==> src/rtl/rr_grant_ctrl8_pkg.sv <==
// Shared definitions for the eight-way round-robin grant controller and its picker.
package rr_grant_ctrl8_pkg;

  localparam int N            = 8;
  localparam int IDW          = 3;
  localparam int MAX_HOLD_DEF = 16;
  localparam int HOLD_W       = 8;

  typedef enum logic {
    IDLE = 1'b0,
    BUSY = 1'b1
  } state_e;

  function automatic logic [N-1:0] onehot(input logic [IDW-1:0] id);
    logic [N-1:0] oh;
    oh     = '0;
    oh[id] = 1'b1;
    return oh;
  endfunction

endpackage

==> src/rtl/rr_grant_ctrl8_pick8.sv <==
// Combinational rotated priority encoder: first set request at or above ptr, wrapping 7->0.
module rr_pick8
  import rr_grant_ctrl8_pkg::*;
(
  input  logic [N-1:0]   req,
  input  logic [IDW-1:0] ptr,
  output logic [IDW-1:0] win_id,
  output logic           any
);

  logic [N-1:0]   rot;
  logic [IDW-1:0] off;

  // Index arithmetic is IDW bits wide, so ptr+i wraps modulo 8 for free.
  always_comb begin
    rot = '0;
    off = '0;
    for (int i = 0; i < N; i++) begin
      rot[i] = req[IDW'(i) + ptr];
    end
    for (int i = N - 1; i >= 0; i--) begin
      if (rot[i]) off = IDW'(i);
    end
    win_id = ptr + off;
    any    = |req;
  end

endmodule

==> src/rtl/rr_grant_ctrl8.sv <==
// Round-robin owner controller: grants one of eight requesters and holds it until done, withdrawal or hold limit.
module rr_grant_ctrl8
  import rr_grant_ctrl8_pkg::*;
#(
  parameter int MAX_HOLD = MAX_HOLD_DEF
) (
  input  logic           clk,
  input  logic           rst,
  input  logic [N-1:0]   req,
  input  logic           done,
  output logic [N-1:0]   gnt,
  output logic [IDW-1:0] gnt_id,
  output logic           gnt_valid,
  output logic           idle,
  output logic           timeout
);

  state_e             state_q, state_d;
  logic [IDW-1:0]     ptr_q, ptr_d;
  logic [HOLD_W-1:0]  hold_q, hold_d;
  logic [N-1:0]       gnt_q, gnt_d;
  logic [IDW-1:0]     id_q, id_d;
  logic               valid_q, valid_d;
  logic               timeout_q, timeout_d;

  logic [IDW-1:0]     win_id;
  logic               any;
  logic               at_limit;
  logic               owner_req;

  rr_pick8 u_pick (
    .req    (req),
    .ptr    (ptr_q),
    .win_id (win_id),
    .any    (any)
  );

  assign at_limit  = (hold_q == HOLD_W'(MAX_HOLD - 1));
  assign owner_req = req[id_q];

  always_comb begin
    state_d   = state_q;
    ptr_d     = ptr_q;
    hold_d    = hold_q;
    gnt_d     = gnt_q;
    id_d      = id_q;
    valid_d   = valid_q;
    timeout_d = 1'b0;
    unique case (state_q)
      IDLE: begin
        if (any) begin
          gnt_d   = onehot(win_id);
          id_d    = win_id;
          valid_d = 1'b1;
          hold_d  = '0;
          state_d = BUSY;
        end
      end
      BUSY: begin
        if (done || !owner_req || at_limit) begin
          // timeout flags only releases the hold limit alone forced
          timeout_d = at_limit && !done && owner_req;
          gnt_d     = '0;
          valid_d   = 1'b0;
          hold_d    = '0;
          ptr_d     = id_q + IDW'(1);
          state_d   = IDLE;
        end else begin
          hold_d = hold_q + HOLD_W'(1);
        end
      end
      default: state_d = IDLE;
    endcase
  end

  always_ff @(posedge clk) begin
    if (rst) begin
      state_q   <= IDLE;
      ptr_q     <= '0;
      hold_q    <= '0;
      gnt_q     <= '0;
      id_q      <= '0;
      valid_q   <= 1'b0;
      timeout_q <= 1'b0;
    end else begin
      state_q   <= state_d;
      ptr_q     <= ptr_d;
      hold_q    <= hold_d;
      gnt_q     <= gnt_d;
      id_q      <= id_d;
      valid_q   <= valid_d;
      timeout_q <= timeout_d;
    end
  end

  assign gnt       = gnt_q;
  assign gnt_id    = id_q;
  assign gnt_valid = valid_q;
  assign timeout   = timeout_q;
  assign idle      = ~|req;

endmodule

==> config.mk <==
export PLATFORM = sky130hd
export DESIGN_NAME = rr_grant_ctrl8
export DESIGN_NICKNAME = d
export VERILOG_FILES = /design/src/rtl/rr_grant_ctrl8_pkg.sv /design/src/rtl/rr_grant_ctrl8_pick8.sv /design/src/rtl/rr_grant_ctrl8.sv
export SDC_FILE = /design/constraint.sdc
export NUM_CORES = 1
export LEC_CHECK = 0
export CAP_MARGIN = 25
export CORE_UTILIZATION = 66
export CTS_BUF_LIST = sky130_fd_sc_hd__clkbuf_4
export DETAILED_ROUTE_END_ITERATION = 10
export DONT_BUFFER_PORTS = 1
export PLACE_DENSITY = 0.82
export SLEW_MARGIN = 40
export SYNTH_ARGS = -nofsm -noshare
export SYNTH_HDL_FRONTEND = slang
export SYNTH_HIERARCHICAL = 1
export SYNTH_SLANG_ARGS = --single-unit
export TNS_END_PERCENT = 10
==> constraint.sdc <==
create_clock -name clk -period 5.5 [get_ports clk]
set_clock_uncertainty 0.05 [all_clocks]
set_input_delay 1.1 -clock clk [delete_from_list [all_inputs] [get_ports clk]]
set_output_delay 1.1 -clock clk [all_outputs]
set_load 0.02 [all_outputs]
Yosys cells after proc, flatten, opt, wreduce, memory -nomap -nowiden
Index checks and enable logic that the tools add are counted.
{ "totals": {"ff_bits": 25, "in_bits": 11, "wordCells": 86} }
{ "classes": {"addsub": 10, "order_cmp": 11, "eq_ne": 3, "n_mux": 40, "n_bitwise": 2, "reduce_logical": 13} }
{ "ops": {"columns": ["cell", "count"], "rows": [
  ["$lt 3x4->1 const B", 10],
  ["$mux 8", 4],
  ["$pmux 8 s2", 2],
  ["$bmux 1 s3", 9],
  ["$mux 3", 8],
  ["$mux 1", 14],
  ["$add 3x3->3 const A", 4],
  ["$add 8x1->8 const B", 1],
  ["$eq 8x4->1 const B", 1],
  ["$reduce_or 8->1", 1],
  ["$add 2x3->3 const A", 2],
  ["$reduce_and 2->1", 3],
  ["$pmux 1 s2", 2],
  ["$add 1x3->3 const A", 1],
  ["$add 3x1->3 const B", 1],
  ["$add 3x3->3", 1],
  ["$demux 1 s3", 1],
  ["$ge 3x1->1 const B", 1],
  ["$logic_and 1x1->1", 3],
  ["$logic_not 1->1", 3],
  ["$reduce_or 3->1", 1],
  ["$logic_or 1x1->1", 2],
  ["$ne 2x1->1 const B", 1],
  ["$ne 2x2->1 const B", 1],
  ["$not 1->1", 2]
]} }

Depth between registers and ports, before layout
{ "depth": {"depth_word": 18, "mapped_depth": 16, "mapped_depth_nobuf": 15} }

By module
Netlist, hierarchy kept.
{ "by_module_without_submodules": {"columns": ["mod", "n_inst", "cells_each", "area_each_um2"], "rows": [
  ["rr_grant_ctrl8", 1, 143, 1251.2],
  ["rr_pick8", 1, 61, 666.9]
]} }

Least setup slack after synthesis
OpenSTA, ideal clock, no wires.
{ "synth_timing": {"kind": "input to register", "startpoint": "input port req[6]", "endpoint": "register gnt_q[6] (netlist: gnt[6])", "setup_time_ns": 0.058, "arrival_time_ns": 3.759, "required_ns": 5.392, "slack_ns": 1.633, "stages": 12, "path_cell_list": "mux4_1 -> or2_2 -> a22o_1 -> a21oi_1 -> ha_1 -> inv_1 -> fa_1 -> xnor2_1 -> xnor2_1 -> nor3b_1 -> and3_1 -> a31o_2"} }
{ "synth_between": {"elab_chain_len": 17, "word_cells_on_any_way": 41, "cone_classes": "add/sub: 1; order compare: 2; eq/ne: 2; mux: 30; reduce/logical: 6"} }
{ "synth_rtl": {"columns": ["item", "line_no", "rtl"], "rows": [
  ["start, declared", "rr_grant_ctrl8.sv:9", "input logic [N-1:0] req,"],
  ["$bmux 1 s3", "rr_grant_ctrl8_pick8.sv:19", "rot[i] = req[IDW'(i) + ptr];"],
  ["$mux 1 (not written as such)", "rr_grant_ctrl8_pick8.sv:19", null],
  ["$mux 3 (7 in a row)", "rr_grant_ctrl8_pick8.sv:22", "if (rot[i]) off = IDW'(i);"],
  ["$mux 3 (*)", "rr_grant_ctrl8_pick8.sv:22", null],
  ["$add 3x3->3 (*)", "rr_grant_ctrl8_pick8.sv:24", "win_id = ptr + off;"],
  ["via win_id[2]", "rr_grant_ctrl8.sv:26", "logic [IDW-1:0] win_id;"],
  ["$lt 3x4->1 (not written as such) / $ge 3x1->1 (equally long branches)", "rr_grant_ctrl8_pkg.sv:17", "oh[id] = 1'b1;"],
  ["$logic_and 1x1->1 (not written as such)", "rr_grant_ctrl8_pkg.sv:17", null],
  ["$mux 1 (not written as such)", "rr_grant_ctrl8_pkg.sv:17", null],
  ["$demux 1 s3 (*)", "rr_grant_ctrl8_pkg.sv:17", null],
  ["$mux 8 (*)", "rr_grant_ctrl8.sv:51", "if (any) begin"],
  ["$pmux 8 s2 (*)", "rr_grant_ctrl8.sv:49", "unique case (state_q)"],
  ["end signal, assigned", "rr_grant_ctrl8.sv:89", "gnt_q <= gnt_d;"],
  ["end, declared", "rr_grant_ctrl8.sv:21", "logic [N-1:0] gnt_q, gnt_d;"]
]} }
The timed path passes the listed nets; every way through them passes the cells marked *. The select of a mux whose other input is x is not followed.
A chain may end at the register's enable or synchronous reset.

Final worst setup path
{ "layout_timing": {"startpoint": "register ptr_q[0]", "endpoint": "register gnt_q[6] (netlist: gnt[6])"} }
{ "layout_between": {"elab_chain_len": 18, "word_cells_on_any_way": 39, "cone_classes": "add/sub: 8; order compare: 2; mux: 28; reduce/logical: 1"} }
{ "layout_rtl": {"columns": ["item", "line_no", "rtl"], "rows": [
  ["start, declared", "rr_grant_ctrl8.sv:19", "logic [IDW-1:0] ptr_q, ptr_d;"],
  ["start signal, assigned", "rr_grant_ctrl8.sv:87", "ptr_q <= ptr_d;"],
  ["$add 3x3->3", "rr_grant_ctrl8_pick8.sv:19", null],
  ["$bmux 1 s3", "rr_grant_ctrl8_pick8.sv:19", null],
  ["$mux 1 (not written as such)", "rr_grant_ctrl8_pick8.sv:19", null],
  ["$mux 3 (8 in a row)", "rr_grant_ctrl8_pick8.sv:22", null],
  ["$add 3x3->3 (*)", "rr_grant_ctrl8_pick8.sv:24", null],
  ["via win_id[2]", "rr_grant_ctrl8.sv:26", null],
  ["$lt 3x4->1 (not written as such) / $ge 3x1->1 (equally long branches)", "rr_grant_ctrl8_pkg.sv:17", null],
  ["$logic_and 1x1->1 (not written as such)", "rr_grant_ctrl8_pkg.sv:17", null],
  ["$mux 1 (not written as such)", "rr_grant_ctrl8_pkg.sv:17", null],
  ["$demux 1 s3 (*)", "rr_grant_ctrl8_pkg.sv:17", null],
  ["$mux 8 (*)", "rr_grant_ctrl8.sv:51", null],
  ["$pmux 8 s2 (*)", "rr_grant_ctrl8.sv:49", null]
]} }
Marked as above.

==> impl_metrics.ini <==
[cts]
ctsRootBufferMaster = clkbuf_4
cts_setup_buffers = 0
clock_sinks = 25
cts_buffer_depth = 2
cts_buffers = 3
path_clk_slew_ns = 0.15
cts_tree = yes
cts.hold.buffers_added = 0
cts_htree_levels = 1
clkLatencyLatePin_ns = 0.34
cts_resized = 0

[routing]
via_per_inst = 6.86
drt_iter0_drc = 74
wirelength_um = 4130
detail-route-antenna-nets = 0
drc = 0
vias = 1564
wire_per_inst_um = 18.1
drt-pass1-iter-count = 5

[worst_setup_path]
startpoint_type = register
path_cells = inv_1, ha_1, xnor2_1, mux4_2, o21bai_1, a22o_1, a21oi_1, ha_1, inv_1, fa_1, xnor2_1, xnor2_1, nor3b_1, and3_1, a31o_2
worst-r2r-cell-count = 15
path_buf_inv = 2
max_stage_delay_ns = 0.79
crit_top_cell = xnor2_1
cp.required_ns = 5.73
cp_slowest_cell = dfxtp_1
cp.depth = 15
cp_max_fo = 16
critPathTopFamily = flip-flops
arrival_ns = 4.71
crit_path_end_kind = register
path_class = register to register

[logic_synthesis]
yosysMostFrequentCell = nand2_1
synth-simple-area-share = 0.196
synth_top_cell_by_area = dfxtp_1
yosys-top-cells-count = nand2_1 (27), dfxtp_1 (25), mux2i_1 (16), nor2_1 (15), a21oi_1 (11)
synth_area_um2 = 1920
syn_inst = 204
synth_cell_type_count = 45
syn_nets = 221
async_flop_share = 0
synth_top_family_by_area = multiplexers
synth_top_area_frac = 0.261
synth_mux_area_frac = 0.267
synthAdderAreaFrac = 0.0431
synth_xor_area_frac = 0.0365
yosys_warnings = 6
synth_compound_area_frac = 0.151
avgSynthCellArea_um2 = 9.40
synth_seq_cells = 25
ys_top_cells_by_area = dfxtp_1 (26%), mux2i_1 (8.3%), mux4_1 (8.2%)
synth_edf_count = 0
synth_seq_area_share = 0.261
ys.flop_type = dfxtp_1

[global_routing]
grt_pass1_vias = 1521
grt_max_degree = 18
grt.overflow.total = 0
gr-usage-all-layers = 0.290
antenna_found_initial = 0
grt_pass1_wl_um = 7060

[sta]
rsz0062_at_grt = false
setup_violations = 0
hold_viol = 0
hold_slack_ns = 0.434
tns_ns = 0
slew_violations = 0
fmax_mhz = 224
min_period_ns = 4.47
slew_headroom = 0.543
worst_slew_pin_slew_ns = 0.685
worst_slack_ns = 1.03
min_period_over_period = 0.813

[finish]
area_delta_synth_final_pct = 0.261
nets = 215
n_fill_cell = 216
antenna_cells = 0
drive_above_1_share = 0.127

[die]
coreArea_um2 = 2760
io_pins = 25
die-height_um = 55.9
initial_core_util = 0.696
rows = 19
dieArea_um2 = 3130
fp.dieW_um = 55.9

[power]
total_power_mw = 0.595
p_leak_nw = 0.686
ir_drop_mv = 0.292
power.density_nw_per_um2 = 309

[placed_design]
port_buffers = 0
hpwl_um = 3170
dp_slack_ns = 1.11
routabilityCongestion = 0.940

[min_path]
hp-class = register to register
min_path_cells = 2

[flow_run]
max-cap-violations = 0

[outcome]
status = completed
-- worst min-delay path, cell delays in order, from the launching register on --
cell     delay [ns]
dfxtp_1        0.36
nand2_1        0.06
a21oi_1        0.05
-- registers in the layout, indices dropped and copies added, names as in the netlist --
signal and cells:
gnt_valid 1, hold_q 8, gnt 8, timeout 1, state_q 1, gnt_id 3, ptr_q 3
-- power by group --
group          internal, mW  switching, mW
registers             0.201         0.0535
clock network        0.0274         0.0594
logic                 0.127          0.126
-- cells in the final DEF (no fill, tap or decap), drive strengths merged, types with 2 or more instances in the layout --
| master | n |
|---|---|
| nand3 | 8 |
| clkbuf | 3 |
| o211ai | 4 |
| nor2b | 9 |
| nor4 | 3 |
| nor3 | 4 |
| inv | 7 |
| and3 | 2 |
| mux2i | 16 |
| or4 | 2 |
| nor2 | 15 |
| xnor2 | 3 |
| xor2 | 5 |
| mux2 | 5 |
| nand2 | 27 |
| a211o | 2 |
| dfxtp | 25 |
| o21ai | 2 |
| or2 | 2 |
| mux4 | 12 |
| o2111ai | 2 |
| a31o | 2 |
| ha | 5 |
| o21a | 2 |
| a32o | 2 |
| a21oi | 11 |
| and2 | 2 |
-- worst paths after layout --
kind / slack [ns] / end / from
max: 1.03 / gnt[6]$_SDFFE_PP0P_ / ptr_q[0]$_SDFFE_PP0P_
min: 0.43 / hold_q[1]$_SDFFE_PP0P_ / hold_q[1]$_SDFFE_PP0P_
max reg2reg: 1.03 / gnt[6]$_SDFFE_PP0P_ / ptr_q[0]$_SDFFE_PP0P_
min reg2reg: 0.43 / hold_q[1]$_SDFFE_PP0P_ / hold_q[1]$_SDFFE_PP0P_
-- cell families (layout without fill, tap and decap cells) --
| kind of cell | count (synthesis) | in the layout |
|---|---|---|
| buf+inv | 18 | 11 |
| mux | 33 | 33 |
| flops | 25 | 25 |
| xor+xnor | 8 | 8 |
| simple gates | 78 | 78 |
| fa+ha+maj | 6 | 6 |
| compound gates | 36 | 36 |
-- layout make-up --
type	count	area [um^2]	share of cell area
Clock buffer	3	22.5	0.0117
Clock inverter	1	5.00	0.00260
Inverter	7	26.3	0.0137
Multi-Input combinational cell	161	1330	0.692
Sequential cell	25	500	0.260
Tap cell	31	38.8	0.0202
-- per-stage QoR --
stage / area, um^2 / utilization / cells
final: 1920 / 0.697 / 228
after global routing: 1920 / 0.697 / 228
after CTS: 1920 / 0.697 / 228
after detailed placement: 1900 / 0.687 / 224
after global placement: 1900 / 0.687 / 224
after floorplan: 1920 / - / 204
-- routing by layer --
metal	GRT usage	vias to the layer above	wire length, um
li1	-	744	-
met1	0.349	764	1750
met2	0.484	47	2070
met3	0.0791	9	246
met4	0.136	0	71
met5	0	-	0
No activity file was read; power rests on OpenSTA's default activity.
==> edit 1, RTL diff (config.mk and constraints unchanged) <==
The package constant `HOLD_W` goes from 8 to 10.
--- a/src/rtl/rr_grant_ctrl8_pkg.sv
+++ b/src/rtl/rr_grant_ctrl8_pkg.sv
@@ -6,3 +6,3 @@
   localparam int MAX_HOLD_DEF = 16;
-  localparam int HOLD_W       = 8;
+  localparam int HOLD_W       = 10;
 
Behaviour: same outputs for any inputs over 10 cycles, from zero or initial values and one cycle with rst high; that may be too few to reach the edited logic, so the function may still have changed.
==> edit 1 against the original RTL <==
  * Setup slack improved by 0.18 ns
  * Power fell by 7.7%
  * Worst hold slack gained 0.048 ns
  * Count of clock-buffer cells in the layout stayed put
  * Wire length down 3.4%
  * Design area increased by 2.7%
  * Utilization up 1.3 points
  * Sequential cell count up 2
  * Area after synthesis up 1.8%
==> edit 1: results <==
[synthesis]
yosys-top-cells-area = sky130_fd_sc_hd__dfxtp_1 (28%), sky130_fd_sc_hd__mux2i_1 (14%), sky130_fd_sc_hd__nand2_1 (5.8%), sky130_fd_sc_hd__mux4_2 (4.6%), sky130_fd_sc_hd__nor2_1 (4.6%)
synth_fa_ha_area_share_pct = 4.228
synthTopCellsByCount = sky130_fd_sc_hd__nand2_1 (30), sky130_fd_sc_hd__dfxtp_1 (27), sky130_fd_sc_hd__mux2i_1 (27)
synth_sequential_area_ratio_pct = 27.67
synthXorXnorAreaFrac_pct = 4.036
syn_nets = 239
muxShareOfSynthArea_pct = 22.68

[placement]
post-dp-hpwl_mm = 3.028
globalplace.congestion = 0.8977
post-place-ws_ns = 1.256
dpl_cell_area_mm2 = 0.001937

[critical_path]
r2r-end = gnt[7]
crit_arrival_ns = 4.50
worst-r2r-setup-slack_ns = 1.21
cpPeakStageDelay_ns = 0.75
crit_family = adder cells

[routing]
wl_met3_um = 148
route.vias.total = 1624
dr.first_iter.drc_count = 84
wl_met1_mm = 1.629
drtPass1Iterations = 4
route.detailed.wl_per_inst_um = 16.04

[global_routing]
grt_first_pass_wirelength_mm = 6.734
grtUsageMet3_pct = 2.535
grtUsageMet2_pct = 48.30
all_layer_global_routing_usage_pct = 26.67
grt_antenna_before_repair = 0
grtUsageMet1_pct = 31.52
grt_pass1_vias = 1513

[cells_and_area]
fillCellCount = 238
layout.nets = 236
multi_input_area_mm2 = 0.001331
largest_reg_flops = 10
drive_above_1_share_pct = 10.09

[cts]
clock_pin_slew_worst_setup_and_hold_paths_ns = 0.15
clk-insertion-delay-late_ns = 0.32

[power]
power.static_leakage_uw = 0.0007378
power.ir.vdd_worst_mv = 0.2749

[min_path]
holdCritStartpoint = hold_q[3]
worstHoldEndpoint = hold_q[3]

[run_status]
status = complete, no violations

[sta]
normalized_max_slew_margin_pct = 48.76
setup_slack_ns = 1.213
-- edit 1: logic make-up after synthesis --
family / after synthesis
mux: 37
xor+xnor: 9
simple gates: 98
buf+inv: 16
flops: 27
fa+ha+maj: 6
compound gates: 29
-- edit 1: cell type report --
type	instances	area share (%)
inverters	7	1.330
flip-flops and latches	27	27.36
clock inverters	1	0.4433
repair buffers	1	0.3800
multi-input cells	179	67.38
well taps	31	1.963
clock buffers	3	1.140
-- edit 1: metrics by stage --
step | std cells | hold slack (ns)
CTS | 248 | 0.4814
global placement | 244 | 0.4530
global route | 249 | 0.5196
floorplan | 222 | 0.4424
finish | 249 | 0.4823
detailed placement | 244 | 0.4626
-- edit 1: report_power, final --
group	leakage (µW)	switching (µW)	total (µW)	internal [µW]
clock network	0.0000183	59.5	89.0	29.6
logic	0.000500	112	209	96.8
registers	0.000219	40.2	251	211
total	0.000738	212	549	338
==> edit 2, RTL diff (config.mk and constraints unchanged) <==
Made on the original files. Remove the register `timeout_q`: a continuous assignment takes its place, so the output `timeout` follows one clock earlier.
--- a/src/rtl/rr_grant_ctrl8.sv
+++ b/src/rtl/rr_grant_ctrl8.sv
@@ -83,3 +83,2 @@
       valid_q   <= 1'b0;
-      timeout_q <= 1'b0;
     end else begin
@@ -91,5 +90,6 @@
       valid_q   <= valid_d;
-      timeout_q <= timeout_d;
     end
   end
+
+  assign timeout_q = timeout_d;
 
Function: no difference found for any inputs over 10 cycles, from zero or initial values and one cycle with rst high; that may be too few to reach the edited logic, so the function may still have changed.
==> edit 2 against the original RTL <==
  * The run now ends with DRC left
  * Synthesized cell count increased by 6.9%
  * Setup slack gained 0.13 ns
  * Area after synthesis increased by 3.2%
  * Via count up 7.0%
  * Utilization grew 1.4 points
  * Sequential cell count shrank 1
  * Die area rose by 3.1%
  * Wire length unchanged
  * Design area up 3.8%
  * Power barely moved
  * Clock power is 7.7% lower
  * Largest power group is now combinational cells
==> edit 2: results <==
[critical_path]
worst-r2r-setup-slack_ns = 1.16
crit_path_max_fanout = 12
rr_worst_depth = 16
r2r-end = gnt[4]
crit_arrival_ns = 4.54
crit_family = XOR/XNOR gates
cpPeakStageDelay_ns = 0.61

[synthesis]
netlist_instances = 218
synthTopCellsByCount = sky130_fd_sc_hd__nor2_1 (30), sky130_fd_sc_hd__dfxtp_1 (24), sky130_fd_sc_hd__nand2_1 (17)
yosys-top-cells-area = sky130_fd_sc_hd__dfxtp_1 (24%), sky130_fd_sc_hd__mux4_1 (8.0%), sky130_fd_sc_hd__mux4_2 (6.8%), sky130_fd_sc_hd__nor2_1 (5.7%), sky130_fd_sc_hd__mux2i_1 (4.6%)
synth_cell_types = 48
muxShareOfSynthArea_pct = 23.14
syn_nets = 235
synth_sequential_area_ratio_pct = 24.27
synth_fa_ha_area_share_pct = 4.172

[routing]
drtPass1Iterations = 7
number_of_remaining_drc_errors = 2
route.vias.total = 1673
route.detailed.wl_per_inst_um = 17.15
wirelength_mm = 4.133

[sta]
fin_hold_ws_ns = 0.4463
normalized_max_slew_margin_pct = 54.77

[cts]
numClockSinks = 24

[run_status]
status = finished, violations left
failed_checks = DRC

[cells_and_area]
clk_share_pct = 1.316
drive_above_1_share_pct = 11.90
multi_input_area_mm2 = 0.001421
postLayoutCellArea_mm2 = 0.001997
buffers_excl_clock = 1

[global_routing]
all_layer_global_routing_usage_pct = 27.34
grt_pass1_vias = 1475
grt_first_pass_wirelength_mm = 6.906

[placement]
numPlacedInstances = 237
post-dp-hpwl_mm = 3.023
globalplace.congestion = 0.9590

[power]
power.ir.vdd_worst_mv = 0.2418
power.share.sequential_pct = 37.2
-- edit 2: cell types whose count changed after synthesis, sizes merged, moves of 3 or more --
cell	change
xor2	-3
nor4	+3
nor2	+15
mux2i	-7
nand3	-5
a211oi	+8
nand2	-10
nand2b	+4
nand4	+12
a31oi	+6
a21oi	-4
-- edit 2: worst register-to-register path, delay by kind of cell (launching register included) --
| family | cells | cell delay [ns] |
|---|---|---|
| AOI/OAI and AO/OA | 4 | 0.77 |
| xor gates and xnor gates | 3 | 0.86 |
| adders and majority gates | 3 | 0.75 |
| buffers and inverters | 2 | 0.19 |
| DFF | 1 | 0.61 |
| muxes | 1 | 0.57 |
| and+or+nand+nor | 3 | 0.47 |
-- edit 2: layer usage --
metal  track usage (%)  share of wire, %  wire [µm]  vias to the layer above
met4             8.711               1.2         49                        0
li1                  -                 -          -                      809
met1             39.82                46       1920                      803
met3             7.143               6.1        253                        7
met2             39.46                46       1910                       54
met5                 0                 0          0                        -
